## config.mk

```make
export PLATFORM = sky130hd
export DESIGN_NAME = bus_host_arbiter_flat
export DESIGN_NICKNAME = d
export VERILOG_FILES = /design/src/rtl/bus_host_arbiter_pkg.sv /design/src/rtl/bus_host_arbiter_if.sv /design/src/rtl/bus_arb_id_fifo.sv /design/src/rtl/bus_host_arbiter.sv /design/src/flat_wrapper.sv
export SDC_FILE = /design/constraint.sdc
export NUM_CORES = 1
export LEC_CHECK = 0
export ABC_AREA = 1
export CORE_AREA = 10 10 117 119
export DETAILED_ROUTE_END_ITERATION = 10
export DIE_AREA = 0 0 127 129
export GPL_TIMING_DRIVEN = 0
export PLACE_DENSITY_LB_ADDON = 0.12
export SLEW_MARGIN = 20
export SYNTH_ARGS = -nofsm -noshare
export SYNTH_HDL_FRONTEND = slang
export SYNTH_SLANG_ARGS = --single-unit
```

## constraint.sdc

```tcl
create_clock -name clk_i -period 4.35 [get_ports clk_i]
set_input_delay 1.0875 -clock clk_i [delete_from_list [all_inputs] [get_ports clk_i]]
set_output_delay 1.0875 -clock clk_i [all_outputs]
set_load 0.05 [all_outputs]
```

## src/rtl/bus_host_arbiter_pkg.sv

```systemverilog
// Shared types and helpers for the bus host arbiter: arbiter state encoding
// and the round-robin pick function used to choose the next host.
package bus_arb_pkg;

    // Arbiter control states: free to arbitrate, or holding a selection
    // until the downstream port grants it.
    typedef enum logic [0:0] {
        ARB_IDLE = 1'b0,
        ARB_WAIT = 1'b1
    } arb_state_e;

    // Largest supported host count; rr_pick works on vectors of this size.
    localparam int unsigned MaxHosts = 8;

    // Returns the index of the first set bit in req, searching upward from
    // ptr and wrapping. Callers zero-pad unused request bits, so wrapping at
    // bit 7 behaves the same as wrapping at the real host count. When no bit
    // is set the pointer itself is returned; callers qualify with |req.
    function automatic logic [2:0] rr_pick(input logic [MaxHosts-1:0] req,
                                           input logic [2:0]          ptr);
        logic [2:0] idx;
        logic       found;
        rr_pick = ptr;
        found   = 1'b0;
        for (int k = 0; k < MaxHosts; k++) begin
            idx = ptr + 3'(k);
            if (!found && req[idx]) begin
                rr_pick = idx;
                found   = 1'b1;
            end
        end
    endfunction

endpackage

```

## src/rtl/bus_host_arbiter_if.sv

```systemverilog
// Bundle of the host-side and device-side bus signals around the arbiter.
// Signal suffixes are written from the arbiter's point of view; the slave
// modport is the arbiter, the master modport is the surrounding system.
interface bus_host_arbiter_if #(
    parameter int NrHosts      = 2,
    parameter int DataWidth    = 32,
    parameter int AddressWidth = 32
);
    // Host side
    logic [NrHosts-1:0]                    host_req_i;
    logic [NrHosts-1:0]                    host_gnt_o;
    logic [NrHosts-1:0][AddressWidth-1:0]  host_addr_i;
    logic [NrHosts-1:0]                    host_we_i;
    logic [NrHosts-1:0][DataWidth/8-1:0]   host_be_i;
    logic [NrHosts-1:0][DataWidth-1:0]     host_wdata_i;
    logic [NrHosts-1:0]                    host_rvalid_o;
    logic [NrHosts-1:0][DataWidth-1:0]     host_rdata_o;
    logic [NrHosts-1:0]                    host_err_o;

    // Device side
    logic                                  dev_req_o;
    logic                                  dev_gnt_i;
    logic [AddressWidth-1:0]               dev_addr_o;
    logic                                  dev_we_o;
    logic [DataWidth/8-1:0]                dev_be_o;
    logic [DataWidth-1:0]                  dev_wdata_o;
    logic                                  dev_rvalid_i;
    logic [DataWidth-1:0]                  dev_rdata_i;
    logic                                  dev_err_i;

    // Diagnostics
    logic                                  resp_unexpected_o;

    modport slave (
        input  host_req_i, host_addr_i, host_we_i, host_be_i, host_wdata_i,
        input  dev_gnt_i, dev_rvalid_i, dev_rdata_i, dev_err_i,
        output host_gnt_o, host_rvalid_o, host_rdata_o, host_err_o,
        output dev_req_o, dev_addr_o, dev_we_o, dev_be_o, dev_wdata_o,
        output resp_unexpected_o
    );

    modport master (
        output host_req_i, host_addr_i, host_we_i, host_be_i, host_wdata_i,
        output dev_gnt_i, dev_rvalid_i, dev_rdata_i, dev_err_i,
        input  host_gnt_o, host_rvalid_o, host_rdata_o, host_err_o,
        input  dev_req_o, dev_addr_o, dev_we_o, dev_be_o, dev_wdata_o,
        input  resp_unexpected_o
    );

endinterface

```

## src/rtl/bus_arb_id_fifo.sv

```systemverilog
// In-order FIFO of granted host IDs. Each entry is one request that has been
// accepted downstream and is still waiting for its response.
module bus_arb_id_fifo #(
    parameter int Width = 1,
    parameter int Depth = 2
) (
    input  logic             clk_i,
    input  logic             rst_i,
    input  logic             push,
    input  logic [Width-1:0] push_id,
    input  logic             pop,
    output logic             full_o,
    output logic             empty_o,
    output logic [Width-1:0] head_id
);

    localparam int PtrW = (Depth > 1) ? $clog2(Depth) : 1;
    localparam int CntW = $clog2(Depth + 1);

    logic [Width-1:0] mem [Depth];
    logic [PtrW-1:0]  wr_ptr;
    logic [PtrW-1:0]  rd_ptr;
    logic [CntW-1:0]  count;
    logic             do_push;
    logic             do_pop;

    // Pointer advance with wrap at the last slot, so non-power-of-two
    // depths are handled.
    function automatic logic [PtrW-1:0] next_ptr(input logic [PtrW-1:0] p);
        return (p == PtrW'(Depth - 1)) ? '0 : p + PtrW'(1);
    endfunction

    assign full_o  = (count == CntW'(Depth));
    assign empty_o = (count == '0);
    assign head_id = mem[rd_ptr];

    // Overflowing pushes and underflowing pops are ignored so the pointers
    // can never get out of step with the count.
    assign do_push = push && !full_o;
    assign do_pop  = pop && !empty_o;

    // Storage: written behind the head, so a push together with a pop never
    // disturbs the entry being popped.
    always_ff @(posedge clk_i) begin
        if (do_push) begin
            mem[wr_ptr] <= push_id;
        end
    end

    // Pointer and occupancy bookkeeping.
    always_ff @(posedge clk_i or posedge rst_i) begin
        if (rst_i) begin
            wr_ptr <= '0;
            rd_ptr <= '0;
            count  <= '0;
        end else begin
            if (do_push) begin
                wr_ptr <= next_ptr(wr_ptr);
            end
            if (do_pop) begin
                rd_ptr <= next_ptr(rd_ptr);
            end
            case ({do_push, do_pop})
                2'b10:   count <= count + CntW'(1);
                2'b01:   count <= count - CntW'(1);
                default: count <= count;
            endcase
        end
    end

endmodule

```

## src/rtl/bus_host_arbiter.sv

```systemverilog
// Round-robin arbiter sharing one downstream simple-system bus device port
// between several hosts. Grants are combinational on the device grant, the
// granted host ID is queued, and responses are routed back in order.
module bus_host_arbiter
    import bus_arb_pkg::*;
#(
    parameter int NrHosts        = 2,
    parameter int DataWidth      = 32,
    parameter int AddressWidth   = 32,
    parameter int MaxOutstanding = 2
) (
    input  logic              clk_i,
    input  logic              rst_i,
    bus_host_arbiter_if.slave bus
);

    localparam int IdxW = $clog2(NrHosts);

    arb_state_e              state_q;
    logic [IdxW-1:0]         rr_q;
    logic [IdxW-1:0]         sel_q;
    logic [IdxW-1:0]         sel;
    logic [IdxW-1:0]         mux_sel;
    logic                    any_req;
    logic                    req_out;
    logic                    grant;
    logic                    rsp_pop;
    logic                    fifo_full;
    logic                    fifo_empty;
    logic [IdxW-1:0]         head_id;
    logic                    resp_unexpected_q;
    logic [AddressWidth-1:0] addr_sel;
    logic [DataWidth-1:0]    wdata_sel;

    // Host index after i, wrapping at the last host.
    function automatic logic [IdxW-1:0] next_idx(input logic [IdxW-1:0] i);
        return (i == IdxW'(NrHosts - 1)) ? '0 : i + IdxW'(1);
    endfunction

    // Round-robin candidate for this cycle, starting at the pointer.
    assign sel     = IdxW'(rr_pick(MaxHosts'(bus.host_req_i), 3'(rr_q)));
    assign any_req = |bus.host_req_i;

    // Request generation: free selection when idle, frozen selection while
    // waiting. Only the registered FIFO count gates the request, so a
    // response popping the FIFO frees a slot one cycle later.
    always_comb begin
        mux_sel = sel;
        req_out = 1'b0;
        if (state_q == ARB_WAIT) begin
            mux_sel = sel_q;
            req_out = bus.host_req_i[sel_q] && !fifo_full;
        end else begin
            req_out = any_req && !fifo_full;
        end
    end

    // Reset masks the handshake outputs while it is held.
    assign grant         = req_out && bus.dev_gnt_i && !rst_i;
    assign bus.dev_req_o = req_out && !rst_i;

    // Attributes of the selected host go straight through to the device.
    assign addr_sel        = bus.host_addr_i[mux_sel];
    assign wdata_sel       = bus.host_wdata_i[mux_sel];
    assign bus.dev_addr_o  = addr_sel;
    assign bus.dev_wdata_o = wdata_sel;
    assign bus.dev_we_o    = bus.host_we_i[mux_sel];
    assign bus.dev_be_o    = bus.host_be_i[mux_sel];

    // Grant back to exactly the host whose request was forwarded.
    always_comb begin
        bus.host_gnt_o = '0;
        if (grant) begin
            bus.host_gnt_o[mux_sel] = 1'b1;
        end
    end

    // A response belongs to the oldest outstanding request; with nothing
    // outstanding it is dropped and flagged one cycle later.
    assign rsp_pop = bus.dev_rvalid_i && !fifo_empty && !rst_i;

    // Response routing: valid and error go only to the owning host.
    always_comb begin
        bus.host_rvalid_o = '0;
        bus.host_err_o    = '0;
        if (rsp_pop) begin
            bus.host_rvalid_o[head_id] = 1'b1;
            bus.host_err_o[head_id]    = bus.dev_err_i;
        end
    end

    // Read data is shared by all hosts; only the owner sees rvalid.
    assign bus.host_rdata_o = {NrHosts{bus.dev_rdata_i}};

    // Arbitration state, round-robin pointer and frozen selection. A waiting
    // host that withdraws its request releases the selection rather than
    // blocking the port.
    always_ff @(posedge clk_i or posedge rst_i) begin
        if (rst_i) begin
            state_q <= ARB_IDLE;
            rr_q    <= '0;
            sel_q   <= '0;
        end else begin
            case (state_q)
                ARB_IDLE: begin
                    if (grant) begin
                        rr_q <= next_idx(sel);
                    end else if (req_out) begin
                        sel_q   <= sel;
                        state_q <= ARB_WAIT;
                    end
                end
                ARB_WAIT: begin
                    if (grant) begin
                        rr_q    <= next_idx(sel_q);
                        state_q <= ARB_IDLE;
                    end else if (!bus.host_req_i[sel_q]) begin
                        state_q <= ARB_IDLE;
                    end
                end
                default: state_q <= ARB_IDLE;
            endcase
        end
    end

    // One-cycle flag for a response that arrived with nothing outstanding.
    always_ff @(posedge clk_i or posedge rst_i) begin
        if (rst_i) begin
            resp_unexpected_q <= 1'b0;
        end else begin
            resp_unexpected_q <= bus.dev_rvalid_i && fifo_empty;
        end
    end

    assign bus.resp_unexpected_o = resp_unexpected_q;

    bus_arb_id_fifo #(
        .Width (IdxW),
        .Depth (MaxOutstanding)
    ) u_id_fifo (
        .clk_i   (clk_i),
        .rst_i   (rst_i),
        .push    (grant),
        .push_id (mux_sel),
        .pop     (rsp_pop),
        .full_o  (fifo_full),
        .empty_o (fifo_empty),
        .head_id (head_id)
    );

endmodule

```

## src/flat_wrapper.sv

```systemverilog
// flat-port wrapper written by rule: the top's interface ports become plain ports
module bus_host_arbiter_flat import bus_arb_pkg::*;
#(
    parameter int NrHosts        = 2,
    parameter int DataWidth      = 32,
    parameter int AddressWidth   = 32,
    parameter int MaxOutstanding = 2
)
  (clk_i, rst_i, bus_host_req_i, bus_host_addr_i, bus_host_we_i, bus_host_be_i, bus_host_wdata_i, bus_dev_gnt_i, bus_dev_rvalid_i, bus_dev_rdata_i, bus_dev_err_i, bus_host_gnt_o, bus_host_rvalid_o, bus_host_rdata_o, bus_host_err_o, bus_dev_req_o, bus_dev_addr_o, bus_dev_we_o, bus_dev_be_o, bus_dev_wdata_o, bus_resp_unexpected_o);
  bus_host_arbiter_if #(.NrHosts(NrHosts), .DataWidth(DataWidth), .AddressWidth(AddressWidth)) bus_i ();
  input  logic clk_i;
  input  logic rst_i;
  input wire logic [$bits(bus_i.host_req_i)-1:0] bus_host_req_i;
  input wire logic [$bits(bus_i.host_addr_i)-1:0] bus_host_addr_i;
  input wire logic [$bits(bus_i.host_we_i)-1:0] bus_host_we_i;
  input wire logic [$bits(bus_i.host_be_i)-1:0] bus_host_be_i;
  input wire logic [$bits(bus_i.host_wdata_i)-1:0] bus_host_wdata_i;
  input wire logic [$bits(bus_i.dev_gnt_i)-1:0] bus_dev_gnt_i;
  input wire logic [$bits(bus_i.dev_rvalid_i)-1:0] bus_dev_rvalid_i;
  input wire logic [$bits(bus_i.dev_rdata_i)-1:0] bus_dev_rdata_i;
  input wire logic [$bits(bus_i.dev_err_i)-1:0] bus_dev_err_i;
  output wire logic [$bits(bus_i.host_gnt_o)-1:0] bus_host_gnt_o;
  output wire logic [$bits(bus_i.host_rvalid_o)-1:0] bus_host_rvalid_o;
  output wire logic [$bits(bus_i.host_rdata_o)-1:0] bus_host_rdata_o;
  output wire logic [$bits(bus_i.host_err_o)-1:0] bus_host_err_o;
  output wire logic [$bits(bus_i.dev_req_o)-1:0] bus_dev_req_o;
  output wire logic [$bits(bus_i.dev_addr_o)-1:0] bus_dev_addr_o;
  output wire logic [$bits(bus_i.dev_we_o)-1:0] bus_dev_we_o;
  output wire logic [$bits(bus_i.dev_be_o)-1:0] bus_dev_be_o;
  output wire logic [$bits(bus_i.dev_wdata_o)-1:0] bus_dev_wdata_o;
  output wire logic [$bits(bus_i.resp_unexpected_o)-1:0] bus_resp_unexpected_o;
  assign bus_i.host_req_i = bus_host_req_i;
  assign bus_i.host_addr_i = bus_host_addr_i;
  assign bus_i.host_we_i = bus_host_we_i;
  assign bus_i.host_be_i = bus_host_be_i;
  assign bus_i.host_wdata_i = bus_host_wdata_i;
  assign bus_i.dev_gnt_i = bus_dev_gnt_i;
  assign bus_i.dev_rvalid_i = bus_dev_rvalid_i;
  assign bus_i.dev_rdata_i = bus_dev_rdata_i;
  assign bus_i.dev_err_i = bus_dev_err_i;
  assign bus_host_gnt_o = bus_i.host_gnt_o;
  assign bus_host_rvalid_o = bus_i.host_rvalid_o;
  assign bus_host_rdata_o = bus_i.host_rdata_o;
  assign bus_host_err_o = bus_i.host_err_o;
  assign bus_dev_req_o = bus_i.dev_req_o;
  assign bus_dev_addr_o = bus_i.dev_addr_o;
  assign bus_dev_we_o = bus_i.dev_we_o;
  assign bus_dev_be_o = bus_i.dev_be_o;
  assign bus_dev_wdata_o = bus_i.dev_wdata_o;
  assign bus_resp_unexpected_o = bus_i.resp_unexpected_o;
  bus_host_arbiter #(.NrHosts(NrHosts), .DataWidth(DataWidth), .AddressWidth(AddressWidth), .MaxOutstanding(MaxOutstanding)) u_core (.clk_i(clk_i), .rst_i(rst_i), .bus(bus_i));
endmodule
```

==> run metrics <==
Placeable Area 0.01132 mm²; initial antenna violation count 0; Worst path max stage delay 0.59 ns; Antenna Nets Post-Route 0; post-synthesis adder-cell area fraction 0.6086%; Final min period 4.113 ns; cts bufs inserted 3; end of the critical path bus_dev_addr_o[17]; Post-Synth XOR/XNOR Area 1.278%; critical path launch point type input port; post-synthesis cell count 358; Total Negative Setup Slacks 0 ns; post-synthesis mux area share 0%; Syn Nets 536; total number of yosys warnings 0; final-report hold violation count 0; H-tree Lvls 1; Final Instance Count excl. Fillers 790; endpoints failing setup 0; Max Clock Skew 0.001604 ns; CP endpoint kind output pin; drt first pass iters 4; Fillers 1,150; Synth-to-Final Area Change 156.8%; maxcap violations 0; #FFs+latches synth 10; DR vias 3,015; postcts setup bufs 0; CP max-delay cell dlygate4sd2_1; status finished, final reports clean; buffer depth of the longest clock path 2; cell mode on critical path nand2_1; CP max FO 10; Worst Hold Slack 0.4875 ns; mean number of vias per cell 3.816; syn_area_per_cell 5.742 µm²; CTS tree built; # hold bufs at CTS 0; buffers added on ports 285; Die ar. 0.01638 mm²; instance count on the critical path 9; path depth of the worst reg2reg path 8; worst endpoint required time 3.26 ns; final net count 826; Max transition margin 60.23%; Netlist cell types 25; Root Driver clkbuf_16; # DRC 0; Tot Pwr 0.003366 W; kind of critical path input port to output pin; Die Wd 127 µm; RSZ-0062 raised after global routing no; Starting Density 18.16%; fmax 243.1 MHz; vias in the first global route 3,182; most frequent cells in the layout clkdlybuf4s50_1 (214), nand2_1 (211), buf_4 (65), dlymetal6s2s_1 (54); CP top delay family buffers and inverters; VDD IR-drop max 0.3088 mV; n_diodes 0; LEAKAGE 3.053 nW; commonest non-fill, non-tap cell in the layout clkdlybuf4s50_1; Power per Cell Area 637.5 mW/mm²; Sink Count 10; DRT iter0 DRCs 97; CP cell instances clkdlybuf4s50_1 -> nand2_1 -> a21oi_2 -> nand2_2 -> nand2_8 -> buf_4 -> nand2_1 -> nand2_1 -> dlygate4sd2_1; Inst Count DP 786; Reg-to-Reg Start u_core.state_q$_DFF_PP0_; complex-gate fraction of the synthesized area 2.435%; Placed Area 0.005087 mm²; latest clock arrival within the worst-skew pair 0.23 ns; worst min path class flop to flop; Post-Syn Area 0.002056 mm²; Slew @ Worst Pin 0.5955 ns; simple-gate area share of the yosys netlist 48.20%; Die Y 129 µm; flop-to-flop setup slack 2.47 ns; final slew viol count 0; largest family of logic cells by synthesized area simple AND/OR/NAND/NOR gates; fin area 0.005280 mm²; gr usage total 14.93%; Critical path buffers and inverters 3; Final Wtd Congestion 0.7612; Avg WL per Cell 17.09 µm; number of top-level pins 318; worst reg2reg path endpoint u_core.u_id_fifo.count[1]$_DFFE_PP0P_; Arr. time, crit path 3.03 ns; WL final 13,500 µm; Worst Setup SP bus_host_req_i[1]; largest net degree at the start of global routing 12; first-pass GRT wire length 19,200 µm; layout cells sized above 1 15.30%; Seq/Total Area, Yosys 12.66%; Rows 39; Final period util 94.55%; HPWL after DPL 12,230 µm; clock transition at the registers of the reported paths 0.04 ns; Congestion Overflow GR 0
sequential cells by signal (all words and copies together), names as in the netlist:
register	count
u_core.u_id_fifo.count	2
u_core.u_id_fifo.mem	2
u_core.bus.resp_unexpected_o	1
u_core.rr_q	1
u_core.sel_q	1
u_core.state_q	1
u_core.u_id_fifo.rd_ptr	1
u_core.u_id_fifo.wr_ptr	1
cell usage after synthesis (all sizes together):
master,instances,area share (%)
a21boi,1,0.37
a21oi,2,0.67
buf,78,31
dfrtp,8,9.7
edfxtp,2,2.9
ha,1,0.61
inv,18,3.5
nand2,223,43
nand3,3,0.73
nand4,1,1.0
nor2,9,2.4
nor3,4,1.2
o2111ai,1,0.43
o21ai,4,0.97
xnor2,2,0.85
xor2,1,0.43
metrics by stage:
step	setup WS, ns	util [%]
6_report	0.2373	46.64
5_1_grt	0.1008	46.64
4_1_cts	0.001523	45.45
3_5_place_dp	-0.09113	44.94
3_3_place_gp	-0.06536	44.94
2_1_floorplan	0.7563	-
layer usage:
layer / part of all wire, % / vias up / track usage (%)
met4: 0.21 / 0 / 1.072
met2: 58 / 134 / 30.47
met5: 0 / - / 0
met3: 11 / 4 / 6.899
met1: 31 / 1295 / 13.55
li1: - / 1582 / -
power breakdown:
part	internal (W)	switching, W
clock network	0.000120	0.0000404
registers	0.000139	0.0000369
logic	0.000988	0.00204
area by class of cell:
class	instances	area, µm²	share of cell area, %
inverter	18	72.57	1.374
timing repair buffer	285	2967	56.18
buffer	78	643.1	12.18
clock buffer	3	75.07	1.422
multi-input combinational	252	1080	20.45
clock inverter	1	3.754	0.07109
sequential	10	260.3	4.929
tap	143	178.9	3.389
timing repair:
action,4_1_cts,5_1_grt
gates resized for setup,17,54
setup endpoints to repair,17,54
gates cloned,0,0
cells by family (layout without fill, tap and decap cells):
group,Yosys count,in the layout
simple gates,240,240
buf+inv,96,385
flops,10,10
compound gates,8,8
xor+xnor,3,3
fa+ha+maj,1,1
worst min path at each step:
stage | end | startpoint | depth (start not counted) | slack [ns]
final | u_core.u_id_fifo.rd_ptr$_DFFE_PP0P_ | u_core.u_id_fifo.rd_ptr$_DFFE_PP0P_ | 1 | 0.49
after global routing | u_core.u_id_fifo.rd_ptr$_DFFE_PP0P_ | u_core.u_id_fifo.rd_ptr$_DFFE_PP0P_ | 1 | 0.50
after CTS | u_core.u_id_fifo.rd_ptr$_DFFE_PP0P_ | u_core.u_id_fifo.rd_ptr$_DFFE_PP0P_ | 1 | 0.49
after detailed placement | u_core.u_id_fifo.rd_ptr$_DFFE_PP0P_ | u_core.u_id_fifo.rd_ptr$_DFFE_PP0P_ | 1 | 0.48
after global placement | u_core.u_id_fifo.rd_ptr$_DFFE_PP0P_ | u_core.u_id_fifo.rd_ptr$_DFFE_PP0P_ | 1 | 0.47
after floorplan | u_core.u_id_fifo.rd_ptr$_DFFE_PP0P_ | u_core.u_id_fifo.rd_ptr$_DFFE_PP0P_ | 1 | 0.46
No activity file was read; power rests on OpenSTA's default activity.
